**src/rtl/mc_ctrl_pkg.sv**
```systemverilog
// mc_ctrl_pkg: ALU codes, opcode/funct constants, state codes, instruction classes and select codes for the MCCPU control
package mc_ctrl_pkg;
  typedef enum logic [2:0] {
    S_IF   = 3'd0,
    S_ID   = 3'd1,
    S_EXE  = 3'd2,
    S_MEM  = 3'd3,
    S_WB   = 3'd4,
    S_HALT = 3'd5
  } state_t;
  typedef enum logic [3:0] {C_R, C_IALU, C_LW, C_SW, C_BEQ, C_BNE, C_J, C_JAL, C_ILL} cls_t;
  localparam logic [2:0] ALU_NOP  = 3'd0;
  localparam logic [2:0] ALU_ADD  = 3'd1;
  localparam logic [2:0] ALU_SUB  = 3'd2;
  localparam logic [2:0] ALU_AND  = 3'd3;
  localparam logic [2:0] ALU_OR   = 3'd4;
  localparam logic [2:0] ALU_SLT  = 3'd5;
  localparam logic [2:0] ALU_SLTU = 3'd6;
  localparam logic [2:0] ALU_NOR  = 3'd7;
  localparam logic [5:0] OP_R    = 6'h00;
  localparam logic [5:0] OP_J    = 6'h02;
  localparam logic [5:0] OP_JAL  = 6'h03;
  localparam logic [5:0] OP_BEQ  = 6'h04;
  localparam logic [5:0] OP_BNE  = 6'h05;
  localparam logic [5:0] OP_ADDI = 6'h08;
  localparam logic [5:0] OP_SLTI = 6'h0A;
  localparam logic [5:0] OP_ANDI = 6'h0C;
  localparam logic [5:0] OP_ORI  = 6'h0D;
  localparam logic [5:0] OP_LW   = 6'h23;
  localparam logic [5:0] OP_SW   = 6'h2B;
  localparam logic [5:0] F_ADD  = 6'h20;
  localparam logic [5:0] F_SUB  = 6'h22;
  localparam logic [5:0] F_AND  = 6'h24;
  localparam logic [5:0] F_OR   = 6'h25;
  localparam logic [5:0] F_NOR  = 6'h27;
  localparam logic [5:0] F_SLT  = 6'h2A;
  localparam logic [5:0] F_SLTU = 6'h2B;
  localparam logic [1:0] SRCB_RT  = 2'd0;
  localparam logic [1:0] SRCB_4   = 2'd1;
  localparam logic [1:0] SRCB_IMM = 2'd2;
  localparam logic [1:0] SRCB_BR  = 2'd3;
  localparam logic [1:0] PC_ALU = 2'd0;
  localparam logic [1:0] PC_OUT = 2'd1;
  localparam logic [1:0] PC_JMP = 2'd2;
  localparam logic [1:0] RD_RT = 2'd0;
  localparam logic [1:0] RD_RD = 2'd1;
  localparam logic [1:0] RD_RA = 2'd2;
  localparam logic [1:0] WD_ALU = 2'd0;
  localparam logic [1:0] WD_MDR = 2'd1;
  localparam logic [1:0] WD_PC  = 2'd2;
endpackage

```
**src/rtl/mc_ctrl_if.sv**
```systemverilog
// mc_ctrl_if: control bundle between mc_ctrl (slave) and the MCCPU datapath (master)
//   op/funct/zero/mem_rdy flow into the controller; enables, selects, state and instret flow out
interface mc_ctrl_if #(parameter int CNT_W = 32);
  logic [5:0] op, funct;
  logic zero, mem_rdy;
  logic pc_write, ir_write, reg_write, mem_read, mem_write, iord, alu_srca, ext_op, illegal;
  logic [2:0] alu_op, state;
  logic [1:0] alu_srcb, pc_src, reg_dst, wd_sel;
  logic [CNT_W-1:0] instret;
  modport master (
    output op, funct, zero, mem_rdy,
    input pc_write, ir_write, reg_write, mem_read, mem_write, iord, alu_srca, ext_op, illegal,
    input alu_op, state, alu_srcb, pc_src, reg_dst, wd_sel, instret
  );
  modport slave (
    input op, funct, zero, mem_rdy,
    output pc_write, ir_write, reg_write, mem_read, mem_write, iord, alu_srca, ext_op, illegal,
    output alu_op, state, alu_srcb, pc_src, reg_dst, wd_sel, instret
  );
endinterface

```
**src/rtl/mc_decode.sv**
```systemverilog
// mc_decode: op/funct -> instruction class, EXE-stage ALU operation, sign-extend flag, legal flag
//   op, funct : IR fields;  cls, alu, sext, legal : decoded instruction attributes
module mc_decode
  import mc_ctrl_pkg::*;
(
  input  logic [5:0] op,
  input  logic [5:0] funct,
  output cls_t       cls,
  output logic [2:0] alu,
  output logic       sext,
  output logic       legal
);
  logic [2:0] r_alu;
  always_comb begin
    r_alu = funct == F_ADD  ? ALU_ADD :
            funct == F_SUB  ? ALU_SUB :
            funct == F_AND  ? ALU_AND :
            funct == F_OR   ? ALU_OR  :
            funct == F_SLT  ? ALU_SLT :
            funct == F_SLTU ? ALU_SLTU :
            funct == F_NOR  ? ALU_NOR : ALU_NOP;
    cls = op == OP_R ? (r_alu == ALU_NOP ? C_ILL : C_R) :
          (op == OP_ADDI || op == OP_SLTI || op == OP_ANDI || op == OP_ORI) ? C_IALU :
          op == OP_LW  ? C_LW  :
          op == OP_SW  ? C_SW  :
          op == OP_BEQ ? C_BEQ :
          op == OP_BNE ? C_BNE :
          op == OP_J   ? C_J   :
          op == OP_JAL ? C_JAL : C_ILL;
    alu = cls == C_R ? r_alu :
          (cls == C_BEQ || cls == C_BNE) ? ALU_SUB :
          op == OP_SLTI ? ALU_SLT :
          op == OP_ANDI ? ALU_AND :
          op == OP_ORI  ? ALU_OR  :
          (op == OP_ADDI || cls == C_LW || cls == C_SW) ? ALU_ADD : ALU_NOP;
    sext = op == OP_ADDI || op == OP_SLTI || op == OP_LW || op == OP_SW;
    legal = cls != C_ILL;
  end
endmodule

```
**src/rtl/mc_ctrl.sv**
```systemverilog
// mc_ctrl: multi-cycle MCCPU control FSM with memory-ready stalls and retired-instruction counter
//   clk : rising-edge clock;  rst : asynchronous active-high reset
//   bus : mc_ctrl_if.slave -- IR op/funct, ALU zero, mem_rdy in; enables, selects, state, instret out
module mc_ctrl
  import mc_ctrl_pkg::*;
#(
  parameter int CNT_W        = 32,
  parameter bit ILLEGAL_TRAP = 1'b0
) (
  input logic      clk,
  input logic      rst,
  mc_ctrl_if.slave bus
);
  state_t state, nxt;
  cls_t cls;
  logic [2:0] alu;
  logic sext, legal, br, jmp, ret;
  logic [CNT_W-1:0] cnt;
  mc_decode u_dec (.op(bus.op), .funct(bus.funct), .cls(cls), .alu(alu), .sext(sext), .legal(legal));
  assign br = cls == C_BEQ || cls == C_BNE;
  assign jmp = cls == C_J || cls == C_JAL;
  // Asserted in the last cycle of a legal instruction; the count updates on the edge that leaves it.
  assign ret = state == S_WB || (state == S_EXE && br) || (state == S_ID && jmp) ||
               (state == S_MEM && cls == C_SW && bus.mem_rdy);
  assign bus.state = state;
  assign bus.instret = cnt;
  always_ff @(posedge clk or posedge rst)
    if (rst) begin
      state <= S_IF;
      cnt <= '0;
    end else begin
      state <= nxt;
      cnt <= cnt + CNT_W'(ret);
    end
  always_comb begin
    nxt = S_IF;
    bus.pc_write = 1'b0;
    bus.ir_write = 1'b0;
    bus.reg_write = 1'b0;
    bus.mem_read = 1'b0;
    bus.mem_write = 1'b0;
    bus.iord = 1'b0;
    bus.alu_op = ALU_NOP;
    bus.alu_srca = 1'b0;
    bus.alu_srcb = SRCB_RT;
    bus.ext_op = 1'b0;
    bus.pc_src = PC_ALU;
    bus.reg_dst = RD_RT;
    bus.wd_sel = WD_ALU;
    bus.illegal = 1'b0;
    // State resets asynchronously to IF, whose outputs are non-zero, so outputs are gated while rst is high.
    if (!rst)
      case (state)
        S_IF: begin
          bus.mem_read = 1'b1;
          bus.alu_op = ALU_ADD;
          bus.alu_srcb = SRCB_4;
          bus.ir_write = bus.mem_rdy;
          bus.pc_write = bus.mem_rdy;
          nxt = bus.mem_rdy ? S_ID : S_IF;
        end
        S_ID: begin
          bus.alu_op = ALU_ADD;
          bus.alu_srcb = SRCB_BR;
          bus.illegal = !legal;
          bus.pc_write = jmp;
          bus.pc_src = jmp ? PC_JMP : PC_ALU;
          bus.reg_write = cls == C_JAL;
          bus.reg_dst = cls == C_JAL ? RD_RA : RD_RT;
          bus.wd_sel = cls == C_JAL ? WD_PC : WD_ALU;
          nxt = !legal ? (ILLEGAL_TRAP ? S_HALT : S_IF) : jmp ? S_IF : S_EXE;
        end
        S_EXE: begin
          bus.alu_op = alu;
          bus.alu_srca = 1'b1;
          bus.alu_srcb = (cls == C_R || br) ? SRCB_RT : SRCB_IMM;
          bus.ext_op = sext;
          bus.pc_src = br ? PC_OUT : PC_ALU;
          bus.pc_write = (cls == C_BEQ && bus.zero) || (cls == C_BNE && !bus.zero);
          nxt = br ? S_IF : (cls == C_LW || cls == C_SW) ? S_MEM : S_WB;
        end
        S_MEM: begin
          bus.iord = 1'b1;
          bus.mem_read = cls == C_LW;
          bus.mem_write = cls == C_SW;
          nxt = !bus.mem_rdy ? S_MEM : cls == C_LW ? S_WB : S_IF;
        end
        S_WB: begin
          bus.reg_write = 1'b1;
          bus.reg_dst = cls == C_R ? RD_RD : RD_RT;
          bus.wd_sel = cls == C_LW ? WD_MDR : WD_ALU;
        end
        S_HALT: nxt = S_HALT;
        default: nxt = S_IF;
      endcase
  end
endmodule

```
**src/flat_wrapper.sv**
```systemverilog
// flat-port wrapper written by rule: the top's interface ports become plain ports
module mc_ctrl_flat import mc_ctrl_pkg::*;
#(
  parameter int CNT_W        = 32,
  parameter bit ILLEGAL_TRAP = 1'b0
)
  (clk, rst, bus_op, bus_funct, bus_zero, bus_mem_rdy, bus_pc_write, bus_ir_write, bus_reg_write, bus_mem_read, bus_mem_write, bus_iord, bus_alu_srca, bus_ext_op, bus_illegal, bus_alu_op, bus_state, bus_alu_srcb, bus_pc_src, bus_reg_dst, bus_wd_sel, bus_instret);
  mc_ctrl_if #(.CNT_W(CNT_W)) bus_i ();
  input logic clk;
  input logic rst;
  input wire logic [$bits(bus_i.op)-1:0] bus_op;
  input wire logic [$bits(bus_i.funct)-1:0] bus_funct;
  input wire logic [$bits(bus_i.zero)-1:0] bus_zero;
  input wire logic [$bits(bus_i.mem_rdy)-1:0] bus_mem_rdy;
  output wire logic [$bits(bus_i.pc_write)-1:0] bus_pc_write;
  output wire logic [$bits(bus_i.ir_write)-1:0] bus_ir_write;
  output wire logic [$bits(bus_i.reg_write)-1:0] bus_reg_write;
  output wire logic [$bits(bus_i.mem_read)-1:0] bus_mem_read;
  output wire logic [$bits(bus_i.mem_write)-1:0] bus_mem_write;
  output wire logic [$bits(bus_i.iord)-1:0] bus_iord;
  output wire logic [$bits(bus_i.alu_srca)-1:0] bus_alu_srca;
  output wire logic [$bits(bus_i.ext_op)-1:0] bus_ext_op;
  output wire logic [$bits(bus_i.illegal)-1:0] bus_illegal;
  output wire logic [$bits(bus_i.alu_op)-1:0] bus_alu_op;
  output wire logic [$bits(bus_i.state)-1:0] bus_state;
  output wire logic [$bits(bus_i.alu_srcb)-1:0] bus_alu_srcb;
  output wire logic [$bits(bus_i.pc_src)-1:0] bus_pc_src;
  output wire logic [$bits(bus_i.reg_dst)-1:0] bus_reg_dst;
  output wire logic [$bits(bus_i.wd_sel)-1:0] bus_wd_sel;
  output wire logic [$bits(bus_i.instret)-1:0] bus_instret;
  assign bus_i.op = bus_op;
  assign bus_i.funct = bus_funct;
  assign bus_i.zero = bus_zero;
  assign bus_i.mem_rdy = bus_mem_rdy;
  assign bus_pc_write = bus_i.pc_write;
  assign bus_ir_write = bus_i.ir_write;
  assign bus_reg_write = bus_i.reg_write;
  assign bus_mem_read = bus_i.mem_read;
  assign bus_mem_write = bus_i.mem_write;
  assign bus_iord = bus_i.iord;
  assign bus_alu_srca = bus_i.alu_srca;
  assign bus_ext_op = bus_i.ext_op;
  assign bus_illegal = bus_i.illegal;
  assign bus_alu_op = bus_i.alu_op;
  assign bus_state = bus_i.state;
  assign bus_alu_srcb = bus_i.alu_srcb;
  assign bus_pc_src = bus_i.pc_src;
  assign bus_reg_dst = bus_i.reg_dst;
  assign bus_wd_sel = bus_i.wd_sel;
  assign bus_instret = bus_i.instret;
  mc_ctrl #(.CNT_W(CNT_W), .ILLEGAL_TRAP(ILLEGAL_TRAP)) u_core (.clk(clk), .rst(rst), .bus(bus_i));
endmodule
```
**config.mk**
```make
export PLATFORM = sky130hd
export DESIGN_NAME = mc_ctrl_flat
export DESIGN_NICKNAME = d
export VERILOG_FILES = /design/src/rtl/mc_ctrl_pkg.sv /design/src/rtl/mc_ctrl_if.sv /design/src/rtl/mc_decode.sv /design/src/rtl/mc_ctrl.sv /design/src/flat_wrapper.sv
export SDC_FILE = /design/constraint.sdc
export NUM_CORES = 1
export LEC_CHECK = 0
export CAP_MARGIN = 20
export CORE_ASPECT_RATIO = 1.1
export CORE_MARGIN = 1.5
export CORE_UTILIZATION = 47
export DETAILED_ROUTE_END_ITERATION = 8
export GPL_ROUTABILITY_DRIVEN = 0
export PLACE_DENSITY = 0.76
export SYNTH_ARGS = -nofsm -noshare
export SYNTH_HDL_FRONTEND = slang
export SYNTH_SLANG_ARGS = --single-unit
```
**constraint.sdc**
```tcl
create_clock -name clk -period 3.01 [get_ports clk]
set_input_delay 0.602 -clock clk [delete_from_list [all_inputs] [get_ports clk]]
set_output_delay 0.602 -clock clk [all_outputs]
set_load 0.005 [all_outputs]
```
== Word-level counts from Yosys, hierarchy flattened ==
Index checks and enable logic that the tools add are counted.
Word-level totals
  register bits after elaboration: 35
  bits of input ports: 16
  output and inout port bits: 55
  word-level logic and storage cells: 125
Cells by class
  add/sub/neg operators: 1
  equal/unequal tests: 29
  multiplexer cells: 65
  reduce and logical (&&, ||, !) cells: 28
Operators by type and width (count)
  3-bit two-way mux: 19
  6-bit equality test, second input constant: 9
  4-bit two-way mux: 9
  32-bit by 1-bit adder with 32-bit output: 1
  6-bit by 4-bit equality test with 1-bit output, second input constant: 4
  1-bit two-way mux: 20
  4-bit by 3-bit equality test with 1-bit output, second input constant: 4
  2-bit two-way mux: 8
  1-bit logical OR: 15
  3-bit case mux with 5 select lines: 1
  6-bit by 2-bit equality test with 1-bit output, second input constant: 2
  6-bit by 3-bit equality test with 1-bit output, second input constant: 2
  2-bit case mux with 2 select lines: 3
  4-bit by 2-bit equality test with 1-bit output, second input constant: 2
  3-bit by 2-bit equality test with 1-bit output, second input constant: 2
  3-bit equality test, second input constant: 2
  1-bit logical AND: 6
  3-bit logical NOT: 2
  6-bit logical NOT: 1
  2-bit case mux with 3 select lines: 1
  3-bit case mux with 2 select lines: 1
  4-bit logical NOT: 1
  4-bit inequality test, second input constant: 1
  1-bit case mux with 2 select lines: 2
  4 further kinds: 5

== Logic depth before layout (Yosys ltp) ==
  word-level depth: 22
  gate-level depth with buffers: 12
  mapped depth without buffers: 10

== Hierarchy ==
From an unflattened synthesis, not the netlist that was laid out.
Second synthesis, totals
  cells, all modules: 254
  area total of the unflattened synthesis: 2257.2 sq um
Modules (own cells, without submodules)
  mc_ctrl: instances 1, cells an instance 198, area an instance 1918.1 sq um
  mc_decode: instances 1, cells an instance 56, area an instance 339.1 sq um

== Worst setup path after synthesis ==
Ideal clock, no wire load.
  kind: input to register
  start: input port bus_op[2]
  end: register u_core.cnt[28], in the netlist u_core.bus.instret[28]
  arrival time: 2.904 ns
  setup slack: -0.017 ns
  stages on the path: 11
  path buffers: 1
  cells stage by stage: buf_2 -> or3b_1 -> a21oi_2 -> o21ai_1 -> o31ai_1 -> ha_1 -> ha_1 -> nand4_1 -> nor4_4 -> nand4_1 -> xnor2_1
Between the ends
  cells in the longest elaborated chain, start to end: 16
RTL lines
  from (decl): line flat_wrapper.sv:11  | input wire logic [$bits(bus_i.op)-1:0] bus_op;
  6-bit by 2-bit equality test with 1-bit output: line mc_decode.sv:29  | op == OP_JAL ? C_JAL : C_ILL;
  4-bit two-way mux: line mc_decode.sv:29
  4-bit two-way mux: line mc_decode.sv:28  | op == OP_J ? C_J :
  4-bit two-way mux: line mc_decode.sv:27  | op == OP_BNE ? C_BNE :
  4-bit two-way mux: line mc_decode.sv:26  | op == OP_BEQ ? C_BEQ :
  4-bit two-way mux: line mc_decode.sv:25  | op == OP_SW ? C_SW :
  4-bit two-way mux: line mc_decode.sv:24  | op == OP_LW ? C_LW :
  4-bit two-way mux: line mc_decode.sv:23  | (op == OP_ADDI || op == OP_SLTI || op == OP_ANDI || op == OP_ORI) ? C_IALU :
  4-bit two-way mux *: line mc_decode.sv:22  | cls = op == OP_R ? (r_alu == ALU_NOP ? C_ILL : C_R) :
  4-bit by 3-bit equality test with 1-bit output: line mc_ctrl.sv:20  | assign br = cls == C_BEQ || cls == C_BNE;
  1-bit logical OR: line mc_ctrl.sv:20
  1-bit logical AND: line mc_ctrl.sv:23  | assign ret = state == S_WB || (state == S_EXE && br) || (state == S_ID && jmp) ||
  1-bit logical OR (2 in series): line mc_ctrl.sv:23
  1-bit logical OR *: line mc_ctrl.sv:23
  32-bit by 1-bit adder with 32-bit output *: line mc_ctrl.sv:33  | cnt <= cnt + CNT_W'(ret);
  to (signal assigned): line mc_ctrl.sv:33
  to (decl): line mc_ctrl.sv:18  | logic [CNT_W-1:0] cnt;
Mark *: on every way between the ends. The rest lies on a longest branch, timed or not.

== Final worst setup path ==
  start: input port rst
  end: output port bus_alu_srca
Between the ends
  cells in the longest elaborated chain, start to end: 1
RTL lines
  from (decl): line flat_wrapper.sv:10  | input logic rst;
  1-bit two-way mux: line mc_ctrl.sv:52  | if (!rst)
  to (decl): line flat_wrapper.sv:21  | output wire logic [$bits(bus_i.alu_srca)-1:0] bus_alu_srca;
No other way between the ends.

==> run summary <==
RSZ-0062 raised after global routing: true
Synth Register Bits: 35
cts hold-fix bufs: 0
MaxCap Viol Count: 0
WS Path Type: primary input to output port
worst skew pair latency: 0.28 ns
die area: 0.005350 sq mm
reg-to-reg endpoint: u_core.bus.instret[29]
register area share after synthesis: 37.88%
Final Power: 1216 uW
pre-CTS setup slack: -0.4436 ns
Nets: 396
Cell variety after synth: 61
Worst Hold Class: flip-flop to flip-flop
Reg clk slew, reported paths: 0.07 ns
Routed met1 length: 2782 um
Hold WS: 0.4812 ns
Setup TNS: 0 ns
fraction of registers with async set/reset: 100.0%
most common cell after layout, fill and taps aside: buf_4
Cells on Worst Hold Path: 1
LEAKAGE: 0.001620 uW
status: finished, final reports clean
syn nets: 275
final setup violating endpoints: 0
Die Width: 69.88 um
GRT overflow: 0
Via density: 5.699
metal2 WL: 3485 um
area delta synth->final: 60.44%
minimum clock period: 2.949 ns
CP Data Required Time: 2.41 ns
# DRC: 0
n_diodes: 0
most frequent cells in the layout: 55 x buf_4, 50 x clkdlybuf4s50_1, 35 x dfrtp_1
core footprint: 0.004684 sq mm
Setup crit end: bus_alu_srca
clk sinks: 35
DR WL/cell: 15.72 um
Final period util: 97.96%
Syn Area/Cell: 8.997 sq um
Startpoint Class: primary input
Power Dens Cells: 327.7 mW/mm^2
max-slew violations: 0
Mapped Area: 0.002312 sq mm
layout cells sized above 1: 27.18%
H-tree levels: 2
Worst Setup End Kind: output port
Final Hold Viols: 0
DR top layer: met4
GRT Overall Usage: 26.36%
Initial Util: 49.36%
Num CTS Buffers: 5
EDFF count, synth: 0
Final Skew: 0.005541 ns
initial antenna violation count: 0
Hold Startpoint: u_core.bus.instret[31]
max incr delay on CP: 0.51 ns
ys flop type: dfrtp_1
WP data arrival: 2.35 ns
reg-to-reg setup timing slack: 0.36 ns
routed wire length: 6837 um
CP Launch Point: rst
DP Wirelength: 4844 um
Synthesis Warnings: 0
vias in the first global route: 2,470
Clock Root Buffer: clkbuf_8
Clock Path Buffers: 2
largest net degree at the start of global routing: 36
R2R cell count: 10
IO Port Bufs: 70
Max VDD drop: 198.8 uV
Rows: 26
First DRT Iteration DRCs: 90
DRT Pass-1 Iters: 4
slowest CP cell: or4b_4
reg2reg start: u_core.bus.state[0]
Die H: 76.57 um
CTS tree: yes
fin util: 79.19%
Gate Count Post-Synth: 257
measured slew at the worst slew-check pin: 0.6989 ns
I/O pin count: 71
Antenna Nets Post-Route: 0
crit path cell chain: clkdlybuf4s50_1 > or4b_4 > buf_4 > inv_1 > buf_4 > clkdlybuf4s50_1
Routed met3 length: 407 um
final setup margin: 0.06130 ns
Crit Path Max Fanout: 3
Fmax achieved: 339.1 MHz
slew margin rel.: 53.05%
first-pass GRT wire length: 11,520 um
via count: 2,479
-- registers in the layout, summed over array words and instances, names as in the netlist --
register,cells
u_core.bus.instret,32
u_core.bus.state,3
-- worst min path at each step --
| stage | end | slack [ns] |
|---|---|---|
| after global placement | u_core.bus.instret[31] | 0.46 |
| final | u_core.bus.instret[31] | 0.48 |
| after CTS | u_core.bus.instret[31] | 0.49 |
| after floorplan | u_core.bus.instret[31] | 0.47 |
| after detailed placement | u_core.bus.instret[31] | 0.47 |
| after global routing | u_core.bus.instret[31] | 0.50 |
-- power breakdown --
group	leakage (uW)	internal, uW	switching, uW	total [uW]
clock	0.0000581	246	173	419
combinational	0.00109	146	114	260
sequential	0.000476	496	40.0	536
-- routing by layer --
metal,track usage [%],vias to the layer above
met5,0,-
met4,8.269,0
met3,4.894,14
met2,46.57,93
met1,32.24,1193
li1,-,1179
-- synthesized netlist by cell type (3+ instances only) --
master | n | area (sq um)
nor4_1 | 4 | 25.02
or3_1 | 4 | 25.02
and4_1 | 3 | 26.28
nor2b_1 | 8 | 50.05
clkbuf_1 | 3 | 11.26
nor2_1 | 16 | 60.06
xnor2_1 | 26 | 227.7
buf_2 | 8 | 40.04
o31ai_1 | 3 | 22.52
nor3_1 | 11 | 55.05
a211oi_1 | 3 | 22.52
inv_1 | 13 | 48.80
and2_1 | 3 | 18.77
o21ai_0 | 4 | 20.02
nand4_1 | 14 | 87.58
and3_1 | 5 | 31.28
nand3_1 | 19 | 95.09
dfrtp_1 | 35 | 875.8
xor2_1 | 4 | 35.03
nand2b_1 | 8 | 50.05
nand2_1 | 16 | 60.06
-- timing repair --
item	4_1_cts	5_1_grt
setup buffers	9	2
resized for setup	52	15
pin swaps	14	12
setup endpoints to repair	36	27
-- cell families after synthesis --
logic type                 after synthesis  share of synthesized area, %
adders and majority gates                2                         1.082
xor gates and xnor gates                30                         11.36
and+or+nand+nor                        126                         31.66
buffers and inverters                   27                         5.628
DFF                                     35                         37.88
muxes                                    1                        0.4329
AOI/OAI and AO/OA                       36                         11.96
-- per-stage QoR --
step           cells  area, sq um
2_1_floorplan    257         2327
3_3_place_gp     417         3377
3_5_place_dp     417         3377
6_report         435         3710
5_1_grt          435         3710
4_1_cts          433         3656
-- worst max-delay path, delay by kind of cell --
kind | cells | cell delay, ns
buf+inv | 5 | 1.24
simple gates | 1 | 0.51
-- final cells by class --
| class | instances | area (sq um) |
|---|---|---|
| Multi-Input combinational cell | 195 | 1480 |
| Timing Repair Buffer | 128 | 1122 |
| Fill cell | 345 | 974.7 |
| Sequential cell | 35 | 875.8 |
| Tap cell | 56 | 70.07 |
| Clock buffer | 5 | 68.82 |
| Inverter | 13 | 48.80 |
| Clock inverter | 3 | 43.79 |
Power figures use the tool's default switching activity.
